--- src/rtl/avm_uart_slave.sv ---
// avm_uart_slave: Avalon-MM slave UART, 8N1, LSB first.
// Register map: 0x00 RX data (read pops), 0x04 TX data (write loads),
// 0x08 STATUS (read) / error clear (write).
// STATUS byte: {RRDY, TRDY, 0, TOE, ROE, FE, 0, 0}.
// Bus handshake uses one fixed wait state. Request, address and data are
// captured on the wait edge, and side effects are applied in the ack cycle.
// Build macro UART_RX_FIFO_EN replaces the single RX holding register with a
// 4-entry RX FIFO. In that mode, overrun drops the new byte.
module avm_uart_slave #(
    parameter int CLK_HZ = 50000000,
    parameter int BAUD   = 115200
) (
    input  logic        avm_clk,
    input  logic        avm_rst_n,
    input  logic [4:0]  avs_address,
    input  logic        avs_read,
    output logic [31:0] avs_readdata,
    input  logic        avs_write,
    input  logic [31:0] avs_writedata,
    output logic        avs_waitrequest,
    input  logic        uart_rxd,
    output logic        uart_txd
);

    localparam int DIV = CLK_HZ / BAUD;
    localparam int CW  = (DIV > 1) ? $clog2(DIV) : 1;
    localparam logic [CW-1:0] BAUD_LAST = CW'(DIV - 1);
    localparam logic [CW-1:0] HALF_LAST = CW'(DIV / 2 - 1);
    localparam logic [CW-1:0] BAUD_ONE  = CW'(1);
    localparam logic [CW-1:0] BAUD_ZERO = CW'(0);

    localparam logic [4:0] ADDR_RX     = 5'h00;
    localparam logic [4:0] ADDR_TX     = 5'h04;
    localparam logic [4:0] ADDR_STATUS = 5'h08;

    typedef enum logic [1:0] {RX_IDLE, RX_START, RX_DATA, RX_STOP} rx_state_t;
    typedef enum logic [1:0] {TX_IDLE, TX_START, TX_DATA, TX_STOP} tx_state_t;

    // ------------------------------------------------------------------
    // Bus side
    // ------------------------------------------------------------------
    logic        ack_r;
    logic        cmd_rd_r;
    logic        cmd_wr_r;
    logic [4:0]  addr_r;
    logic [7:0]  wdata_r;
    logic [31:0] rd_mux_s;
    logic [7:0]  status_s;
    logic        rd_pop_s;
    logic        tx_load_s;
    logic        toe_set_s;
    logic        err_clr_s;
    logic        unused_wdata_s;

    // Error flags.
    logic        toe_r;
    logic        roe_r;
    logic        fe_r;
    logic        roe_set_s;
    logic        fe_set_s;

    // RX datapath.
    logic        rxd_meta_r;
    logic        rxd_sync_r;
    logic        rxd_prev_r;
    rx_state_t   rx_state_r;
    logic [CW-1:0] rx_cnt_r;
    logic [2:0]  rx_bit_r;
    logic [7:0]  rx_shift_r;
    logic        rx_done_s;
    logic        rx_ferr_s;
    logic        rrdy_s;
    logic [7:0]  rx_head_s;

    // TX datapath.
    tx_state_t   tx_state_r;
    logic [CW-1:0] tx_cnt_r;
    logic [2:0]  tx_bit_r;
    logic [7:0]  tx_shift_r;
    logic [7:0]  tx_hold_r;
    logic        tx_full_r;
    logic        tx_take_s;

    // Only the low data byte carries information.
    assign unused_wdata_s  = ^avs_writedata[31:8];
    assign avs_waitrequest = (avs_read | avs_write) & ~ack_r;

    // Decode the ack-cycle side effects from the captured request.
    always_comb begin
        rd_pop_s  = 1'b0;
        tx_load_s = 1'b0;
        toe_set_s = 1'b0;
        err_clr_s = 1'b0;
        if (ack_r) begin
            rd_pop_s  = cmd_rd_r & (addr_r == ADDR_RX);
            tx_load_s = cmd_wr_r & (addr_r == ADDR_TX) & ~tx_full_r;
            toe_set_s = cmd_wr_r & (addr_r == ADDR_TX) & tx_full_r;
            err_clr_s = cmd_wr_r & (addr_r == ADDR_STATUS);
        end else begin
            rd_pop_s  = 1'b0;
            tx_load_s = 1'b0;
            toe_set_s = 1'b0;
            err_clr_s = 1'b0;
        end
    end

    // Build the read-data value for the address currently on the bus.
    always_comb begin
        status_s = {rrdy_s, ~tx_full_r, 1'b0, toe_r, roe_r, fe_r, 2'b00};
        rd_mux_s = 32'h0000_0000;
        case (avs_address)
            ADDR_RX:     rd_mux_s = {24'h00_0000, rx_head_s};
            ADDR_STATUS: rd_mux_s = {24'h00_0000, status_s};
            default:     rd_mux_s = 32'h0000_0000;
        endcase
    end

    // Handshake: ack one cycle after a stalled request, capture request and read data.
    always_ff @(posedge avm_clk) begin
        if (!avm_rst_n) begin
            ack_r        <= 1'b0;
            cmd_rd_r     <= 1'b0;
            cmd_wr_r     <= 1'b0;
            addr_r       <= 5'h00;
            wdata_r      <= 8'h00;
            avs_readdata <= 32'h0000_0000;
        end else if (avs_waitrequest) begin
            ack_r        <= 1'b1;
            cmd_rd_r     <= avs_read;
            cmd_wr_r     <= avs_write;
            addr_r       <= avs_address;
            wdata_r      <= avs_writedata[7:0];
            avs_readdata <= avs_read ? rd_mux_s : 32'h0000_0000;
        end else begin
            ack_r        <= 1'b0;
            cmd_rd_r     <= 1'b0;
            cmd_wr_r     <= 1'b0;
            addr_r       <= addr_r;
            wdata_r      <= wdata_r;
            avs_readdata <= 32'h0000_0000;
        end
    end

    // Sticky error flags: a new error wins over a clear in the same cycle.
    always_ff @(posedge avm_clk) begin
        if (!avm_rst_n) begin
            toe_r <= 1'b0;
            roe_r <= 1'b0;
            fe_r  <= 1'b0;
        end else begin
            toe_r <= toe_set_s | (toe_r & ~err_clr_s);
            roe_r <= roe_set_s | (roe_r & ~err_clr_s);
            fe_r  <= fe_set_s  | (fe_r  & ~err_clr_s);
        end
    end

    // ------------------------------------------------------------------
    // RX path
    // ------------------------------------------------------------------

    // Two-flop synchroniser plus a delayed copy for falling-edge detection.
    always_ff @(posedge avm_clk) begin
        if (!avm_rst_n) begin
            rxd_meta_r <= 1'b1;
            rxd_sync_r <= 1'b1;
            rxd_prev_r <= 1'b1;
        end else begin
            rxd_meta_r <= uart_rxd;
            rxd_sync_r <= rxd_meta_r;
            rxd_prev_r <= rxd_sync_r;
        end
    end

    assign rx_done_s = (rx_state_r == RX_STOP) & (rx_cnt_r == BAUD_LAST) & rxd_sync_r;
    assign rx_ferr_s = (rx_state_r == RX_STOP) & (rx_cnt_r == BAUD_LAST) & ~rxd_sync_r;
    assign fe_set_s  = rx_ferr_s;

    // Receiver FSM: validate start at mid-bit, then sample 8 data bits and the stop bit.
    always_ff @(posedge avm_clk) begin
        if (!avm_rst_n) begin
            rx_state_r <= RX_IDLE;
            rx_cnt_r   <= BAUD_ZERO;
            rx_bit_r   <= 3'd0;
            rx_shift_r <= 8'h00;
        end else begin
            case (rx_state_r)
                RX_IDLE: begin
                    rx_cnt_r <= BAUD_ZERO;
                    rx_bit_r <= 3'd0;
                    if (rxd_prev_r & ~rxd_sync_r) begin
                        rx_state_r <= RX_START;
                    end else begin
                        rx_state_r <= RX_IDLE;
                    end
                end
                RX_START: begin
                    if (rx_cnt_r == HALF_LAST) begin
                        rx_cnt_r   <= BAUD_ZERO;
                        rx_state_r <= rxd_sync_r ? RX_IDLE : RX_DATA;
                    end else begin
                        rx_cnt_r <= rx_cnt_r + BAUD_ONE;
                    end
                end
                RX_DATA: begin
                    if (rx_cnt_r == BAUD_LAST) begin
                        rx_cnt_r   <= BAUD_ZERO;
                        rx_shift_r <= {rxd_sync_r, rx_shift_r[7:1]};
                        rx_bit_r   <= rx_bit_r + 3'd1;
                        if (rx_bit_r == 3'd7) begin
                            rx_state_r <= RX_STOP;
                        end else begin
                            rx_state_r <= RX_DATA;
                        end
                    end else begin
                        rx_cnt_r <= rx_cnt_r + BAUD_ONE;
                    end
                end
                RX_STOP: begin
                    if (rx_cnt_r == BAUD_LAST) begin
                        rx_cnt_r   <= BAUD_ZERO;
                        rx_state_r <= RX_IDLE;
                    end else begin
                        rx_cnt_r <= rx_cnt_r + BAUD_ONE;
                    end
                end
                default: begin
                    rx_state_r <= RX_IDLE;
                    rx_cnt_r   <= BAUD_ZERO;
                    rx_bit_r   <= 3'd0;
                end
            endcase
        end
    end

`ifdef UART_RX_FIFO_EN
    logic [7:0] rx_mem_r [0:3];
    logic [1:0] rx_wr_ptr_r;
    logic [1:0] rx_rd_ptr_r;
    logic [2:0] rx_count_r;
    logic       rx_push_s;
    logic       rx_pop_s;

    assign rx_push_s = rx_done_s & (rx_count_r != 3'd4);
    assign rx_pop_s  = rd_pop_s & (rx_count_r != 3'd0);
    assign roe_set_s = rx_done_s & (rx_count_r == 3'd4);
    assign rrdy_s    = (rx_count_r != 3'd0);
    assign rx_head_s = rx_mem_r[rx_rd_ptr_r];

    // RX FIFO: push completed bytes, pop on data-register read, drop when full.
    always_ff @(posedge avm_clk) begin
        if (!avm_rst_n) begin
            for (int i = 0; i < 4; i++) begin
                rx_mem_r[i] <= 8'h00;
            end
            rx_wr_ptr_r <= 2'd0;
            rx_rd_ptr_r <= 2'd0;
            rx_count_r  <= 3'd0;
        end else begin
            if (rx_push_s) begin
                rx_mem_r[rx_wr_ptr_r] <= rx_shift_r;
                rx_wr_ptr_r           <= rx_wr_ptr_r + 2'd1;
            end
            if (rx_pop_s) begin
                rx_rd_ptr_r <= rx_rd_ptr_r + 2'd1;
            end
            case ({rx_push_s, rx_pop_s})
                2'b10:   rx_count_r <= rx_count_r + 3'd1;
                2'b01:   rx_count_r <= rx_count_r - 3'd1;
                default: rx_count_r <= rx_count_r;
            endcase
        end
    end
`else
    logic [7:0] rx_data_r;
    logic       rx_valid_r;

    assign roe_set_s = rx_done_s & rx_valid_r & ~rd_pop_s;
    assign rrdy_s    = rx_valid_r;
    assign rx_head_s = rx_data_r;

    // Single holding register: a new byte overwrites, and a read clears valid.
    always_ff @(posedge avm_clk) begin
        if (!avm_rst_n) begin
            rx_data_r  <= 8'h00;
            rx_valid_r <= 1'b0;
        end else if (rx_done_s) begin
            rx_data_r  <= rx_shift_r;
            rx_valid_r <= 1'b1;
        end else if (rd_pop_s) begin
            rx_valid_r <= 1'b0;
        end else begin
            rx_valid_r <= rx_valid_r;
        end
    end
`endif

    // ------------------------------------------------------------------
    // TX path
    // ------------------------------------------------------------------
    // The shifter takes the holding register when idle, or at the end of a
    // stop bit, so back-to-back frames do not leave an idle gap.
    assign tx_take_s = tx_full_r &
                       ((tx_state_r == TX_IDLE) |
                        ((tx_state_r == TX_STOP) & (tx_cnt_r == BAUD_LAST)));

    // Transmitter: holding register plus start/data/stop frame sequencer.
    always_ff @(posedge avm_clk) begin
        if (!avm_rst_n) begin
            tx_state_r <= TX_IDLE;
            tx_cnt_r   <= BAUD_ZERO;
            tx_bit_r   <= 3'd0;
            tx_shift_r <= 8'h00;
            tx_hold_r  <= 8'h00;
            tx_full_r  <= 1'b0;
            uart_txd   <= 1'b1;
        end else begin
            if (tx_load_s) begin
                tx_hold_r <= wdata_r;
                tx_full_r <= 1'b1;
            end else if (tx_take_s) begin
                tx_full_r <= 1'b0;
            end else begin
                tx_full_r <= tx_full_r;
            end

            case (tx_state_r)
                TX_IDLE: begin
                    tx_cnt_r <= BAUD_ZERO;
                    tx_bit_r <= 3'd0;
                    if (tx_take_s) begin
                        tx_shift_r <= tx_hold_r;
                        uart_txd   <= 1'b0;
                        tx_state_r <= TX_START;
                    end else begin
                        uart_txd   <= 1'b1;
                        tx_state_r <= TX_IDLE;
                    end
                end
                TX_START: begin
                    if (tx_cnt_r == BAUD_LAST) begin
                        tx_cnt_r   <= BAUD_ZERO;
                        tx_bit_r   <= 3'd0;
                        uart_txd   <= tx_shift_r[0];
                        tx_state_r <= TX_DATA;
                    end else begin
                        tx_cnt_r <= tx_cnt_r + BAUD_ONE;
                    end
                end
                TX_DATA: begin
                    if (tx_cnt_r == BAUD_LAST) begin
                        tx_cnt_r <= BAUD_ZERO;
                        if (tx_bit_r == 3'd7) begin
                            tx_bit_r   <= 3'd0;
                            uart_txd   <= 1'b1;
                            tx_state_r <= TX_STOP;
                        end else begin
                            tx_bit_r   <= tx_bit_r + 3'd1;
                            tx_shift_r <= {1'b0, tx_shift_r[7:1]};
                            uart_txd   <= tx_shift_r[1];
                        end
                    end else begin
                        tx_cnt_r <= tx_cnt_r + BAUD_ONE;
                    end
                end
                TX_STOP: begin
                    if (tx_cnt_r == BAUD_LAST) begin
                        tx_cnt_r <= BAUD_ZERO;
                        if (tx_take_s) begin
                            tx_shift_r <= tx_hold_r;
                            uart_txd   <= 1'b0;
                            tx_state_r <= TX_START;
                        end else begin
                            uart_txd   <= 1'b1;
                            tx_state_r <= TX_IDLE;
                        end
                    end else begin
                        tx_cnt_r <= tx_cnt_r + BAUD_ONE;
                    end
                end
                default: begin
                    tx_state_r <= TX_IDLE;
                    tx_cnt_r   <= BAUD_ZERO;
                    uart_txd   <= 1'b1;
                end
            endcase
        end
    end

endmodule

--- config.mk ---
export PLATFORM = sky130hd
export DESIGN_NAME = avm_uart_slave
export DESIGN_NICKNAME = d
export VERILOG_FILES = /design/src/rtl/avm_uart_slave.sv
export SDC_FILE = /design/constraint.sdc
export NUM_CORES = 1
export LEC_CHECK = 0
export CAP_MARGIN = 20
export CORE_ASPECT_RATIO = 1.25
export CORE_MARGIN = 2
export CORE_UTILIZATION = 52
export DETAILED_ROUTE_END_ITERATION = 10
export GPL_TIMING_DRIVEN = 0
export PLACE_DENSITY_LB_ADDON = 0.2
export RECOVER_POWER = 50
export SLEW_MARGIN = 40
export SYNTH_ARGS = -nofsm -noshare
export SYNTH_HDL_FRONTEND = slang
export SYNTH_SLANG_ARGS = --single-unit
--- constraint.sdc ---
create_clock -name avm_clk -period 2.1 [get_ports avm_clk]
set_input_delay 0.42 -clock avm_clk [delete_from_list [all_inputs] [get_ports avm_clk]]
set_output_delay 0.42 -clock avm_clk [all_outputs]
set_load 0.005 [all_outputs]
==> impl_results.md <==
- Outcome: finished clean
- Clk pin slew, worst setup/hold paths: 90 ps
- FFs w/ async S/R, synth: 0%
- Crit share post-route: 96.7%
- Final Setup Violations: 0
- Reg power frac: 54.0%
- Antenna diodes: 0
- Final Hold Fails: 0
- DRC viols: 0
- Relative slew slack: 63.8%
- Max stage delay on crit path: 550 ps
- Share of cells above drive strength 1: 12.4%
- Pre-CTS WS: -798 ps
- Peak VDD IR: 0.455 mV
- Top layer in use: met4
- Worst hold path stage count: 1
- Synthesis Warnings: 0
- Highest clock rate: 493 MHz
- Row Count: 36
- Average wire per standard cell: 12.7 um
- CP bufs+invs: 3
- Gr ovfl total: 0
- CTS tree: yes
- Nets: 569
- Buffers on Ports: 26
- 1st-pass router iterations: 5
- Area Growth Syn to Fin: 18.2%
- DRT iter0 DRCs: 105
- Ports: 76
- Final WL: 7.75 mm
- Final WS setup: 69.8 ps
- Met1 WL: 3.61 mm
- Count of clock tree sinks: 93
- Number of synthesized flops with an enable pin: 0
- Crit path depth: 5
- Global-route wire length before repair: 12.9 mm
- Initial core utilization: 52.9%
- Top cell type's share of synthesized area: 45.7%
- Post-Route Setup TNS: 0 ps
- Clock Latency Late Sink: 350 ps
- Slew Viols, Final: 0
- Core Region: 0.00770 sq mm
- Crit path DAT: 1610 ps
- Utilization after layout: 62.5%
- Worst reg2reg path startpoint: tx_cnt_r[3]
- Min-delay src: rxd_meta_r
- H-tree Lvls: 3
- Die area: 0.00856 sq mm
- Crit path max fanout: 2
- Cells after synthesis: 448
- Min Clock Period, post-route: 2030 ps
- Inserted Clock Buffers: 9
- MaxCap Viol Count: 0
- Pwr Density: 748 mW/mm^2
- Post-DP HPWL: 5.50 mm
- Comb pwr share: 9.3%
- Worst Tran Pin Value: 543 ps
- Minimum hold slack: 413 ps
- Largest net degree at the start of global routing: 15
- Vias: 3068
- R2R Setup Slk: 110 ps
- Critical Path Sink Type: output pin
- Post-synth cell types: 57
- Pint: 0.00277 W
- Antenna violations before repair: 0
- GRT Overall Usage: 18.6%
- Clk buf depth: 2
- ANT nets after route: 0
- Seq/Total Area, Yosys: 45.7%
- FF-to-FF End: tx_shift_r[5]
- Clock power frac: 36.7%
- Routability congestion estimate: 0.852
- Psw: 0.000832 W
- Sw frac: 23.1%
- Delay-heaviest family, CP: buffers and inverters
- Dominant cell type by area after synthesis: dfxtp_1
- Post-Syn Area: 0.00407 sq mm
- Worst Hold Path EP: rxd_sync_r
- Synth Flop Type: dfxtp_1
- Crit-path cells: dlygate4sd3_1, nor2_1, or2_0, inv_4, dlygate4sd2_1
- Crit start category: input port
- Hold crit path type: register to register
- Met3 Wirelength: 316 um
- Worst R2R Path Depth: 7
- Yosys reg bits: 93
- Synth top area cells: dfxtp_1 46%, mux2i_1 6.9%, nor2_1 5.6%
- Critical-path top delay cell: dlygate4sd3_1
- Avg Cell Area, Syn: 9.09 sq um
- Vias in the first global route: 2857
- Skew final: 8.06 ps
- Routed wl met2: 3.68 mm
- CTS root buf: clkbuf_8
- Die X: 83.2 um
- Leak Pwr: 1.88 nW
- Die height: 103 um
- Worst path required time: 1680 ps
- Vias per inst: 5.03
- Crit Path Class: input port to output pin
-- through the flow --
step / power (W) / cells / area [sq um]
after floorplan: 0.00221 / 471 / 4160
after global placement: 0.00230 / 592 / 4540
after detailed placement: 0.00232 / 592 / 4540
after CTS: 0.00363 / 607 / 4780
after global routing: 0.00376 / 610 / 4820
final: 0.00360 / 610 / 4820
-- kinds of logic after synthesis --
logic type,count (synthesis),share of synthesized area [%]
other,1,0.0920
adders and majority gates,16,4.91
and+or+nand+nor,167,18.9
xor gates and xnor gates,13,2.79
buffers and inverters,58,8.63
muxes,28,6.88
DFF,93,45.7
AOI/OAI and AO/OA,72,12.1
-- how the worst max path moves through the flow --
stage,start,end,slack [ps]
4_1_cts,tx_cnt_r[3],tx_shift_r[5],40
3_5_place_dp,avs_read,avs_waitrequest,-800
3_3_place_gp,avs_read,avs_waitrequest,-790
5_1_grt,tx_cnt_r[3],tx_shift_r[6],-10
6_report,avs_write,avs_waitrequest,70
2_1_floorplan,tx_cnt_r[3],tx_shift_r[5],220
-- state kept, by name (all words and copies together) (netlist names), 3 cells and up, named ones only --
register / flops
rx_cnt_r: 9
tx_cnt_r: 9
avs_readdata: 8
rx_data_r: 8
rx_shift_r: 8
tx_hold_r: 8
tx_shift_r: 8
wdata_r: 8
addr_r: 5
rx_bit_r: 3
tx_bit_r: 3
-- power groups by stage --
stage | logic, W | registers [W] | clock network (W)
after global routing | 0.000384 | 0.00196 | 0.00142
after detailed placement | 0.000330 | 0.00199 | 0
after global placement | 0.000320 | 0.00198 | 0
after floorplan | 0.000244 | 0.00197 | 0
final | 0.000337 | 0.00195 | 0.00132
after CTS | 0.000337 | 0.00195 | 0.00135
-- what timing repair did --
| item | in CTS | in global routing |
|---|---|---|
| hold buffers | 0 | 0 |
| pin swaps | 1 | 2 |
| setup endpoints to repair | 2 | 18 |
| buffers inserted | 2 | 3 |
| gates resized for setup | 6 | 4 |
-- cell type report --
cell class / count / area, sq um
fillers: 677 / 2890
multi-input cells: 320 / 1970
flip-flops and latches: 93 / 1860
plain buffers: 44 / 299
repair buffers: 31 / 292
clock buffers: 12 / 155
well taps: 95 / 119
clock inverters: 3 / 68.8
inverters: 12 / 47.5
-- Yosys cell counts (2+ instances only) --
| master | number |
|---|---|
| nand2_1 | 49 |
| a311oi_2 | 2 |
| o21ai_0 | 15 |
| or2_2 | 2 |
| nor3_1 | 5 |
| nand3_1 | 15 |
| nor2_1 | 61 |
| nand2b_1 | 3 |
| a31oi_1 | 3 |
| a22oi_1 | 8 |
| buf_4 | 25 |
| nand4_1 | 5 |
| clkbuf_1 | 14 |
| a22o_2 | 2 |
| inv_1 | 11 |
| a21o_1 | 3 |
| xor2_1 | 8 |
| xnor2_1 | 5 |
| a21oi_1 | 22 |
| a21oi_2 | 2 |
| mux2i_1 | 28 |
| and2_1 | 5 |
| buf_2 | 2 |
| dfxtp_1 | 93 |
| a311oi_1 | 5 |
| nor4_1 | 2 |
| ha_1 | 16 |
| and3_1 | 8 |
-- cells in the final DEF (no fill, tap or decap), types with 10 or more instances in the layout --
cell type,n
nand2_1,49
inv_1,10
a21oi_1,22
clkdlybuf4s50_1,22
clkbuf_8,11
conb_1,24
o21ai_0,15
nor2_1,60
dfxtp_1,93
ha_1,16
clkbuf_1,15
buf_4,29
mux2i_1,28
nand3_1,14
-- metal layers --
layer	global-route usage, %	up-vias
li1	-	1607
met1	22.5	1397
met2	31.8	54
met3	3.92	10
met4	9.21	0
met5	0	-
Note: power is estimated with default switching activity, not from simulation.
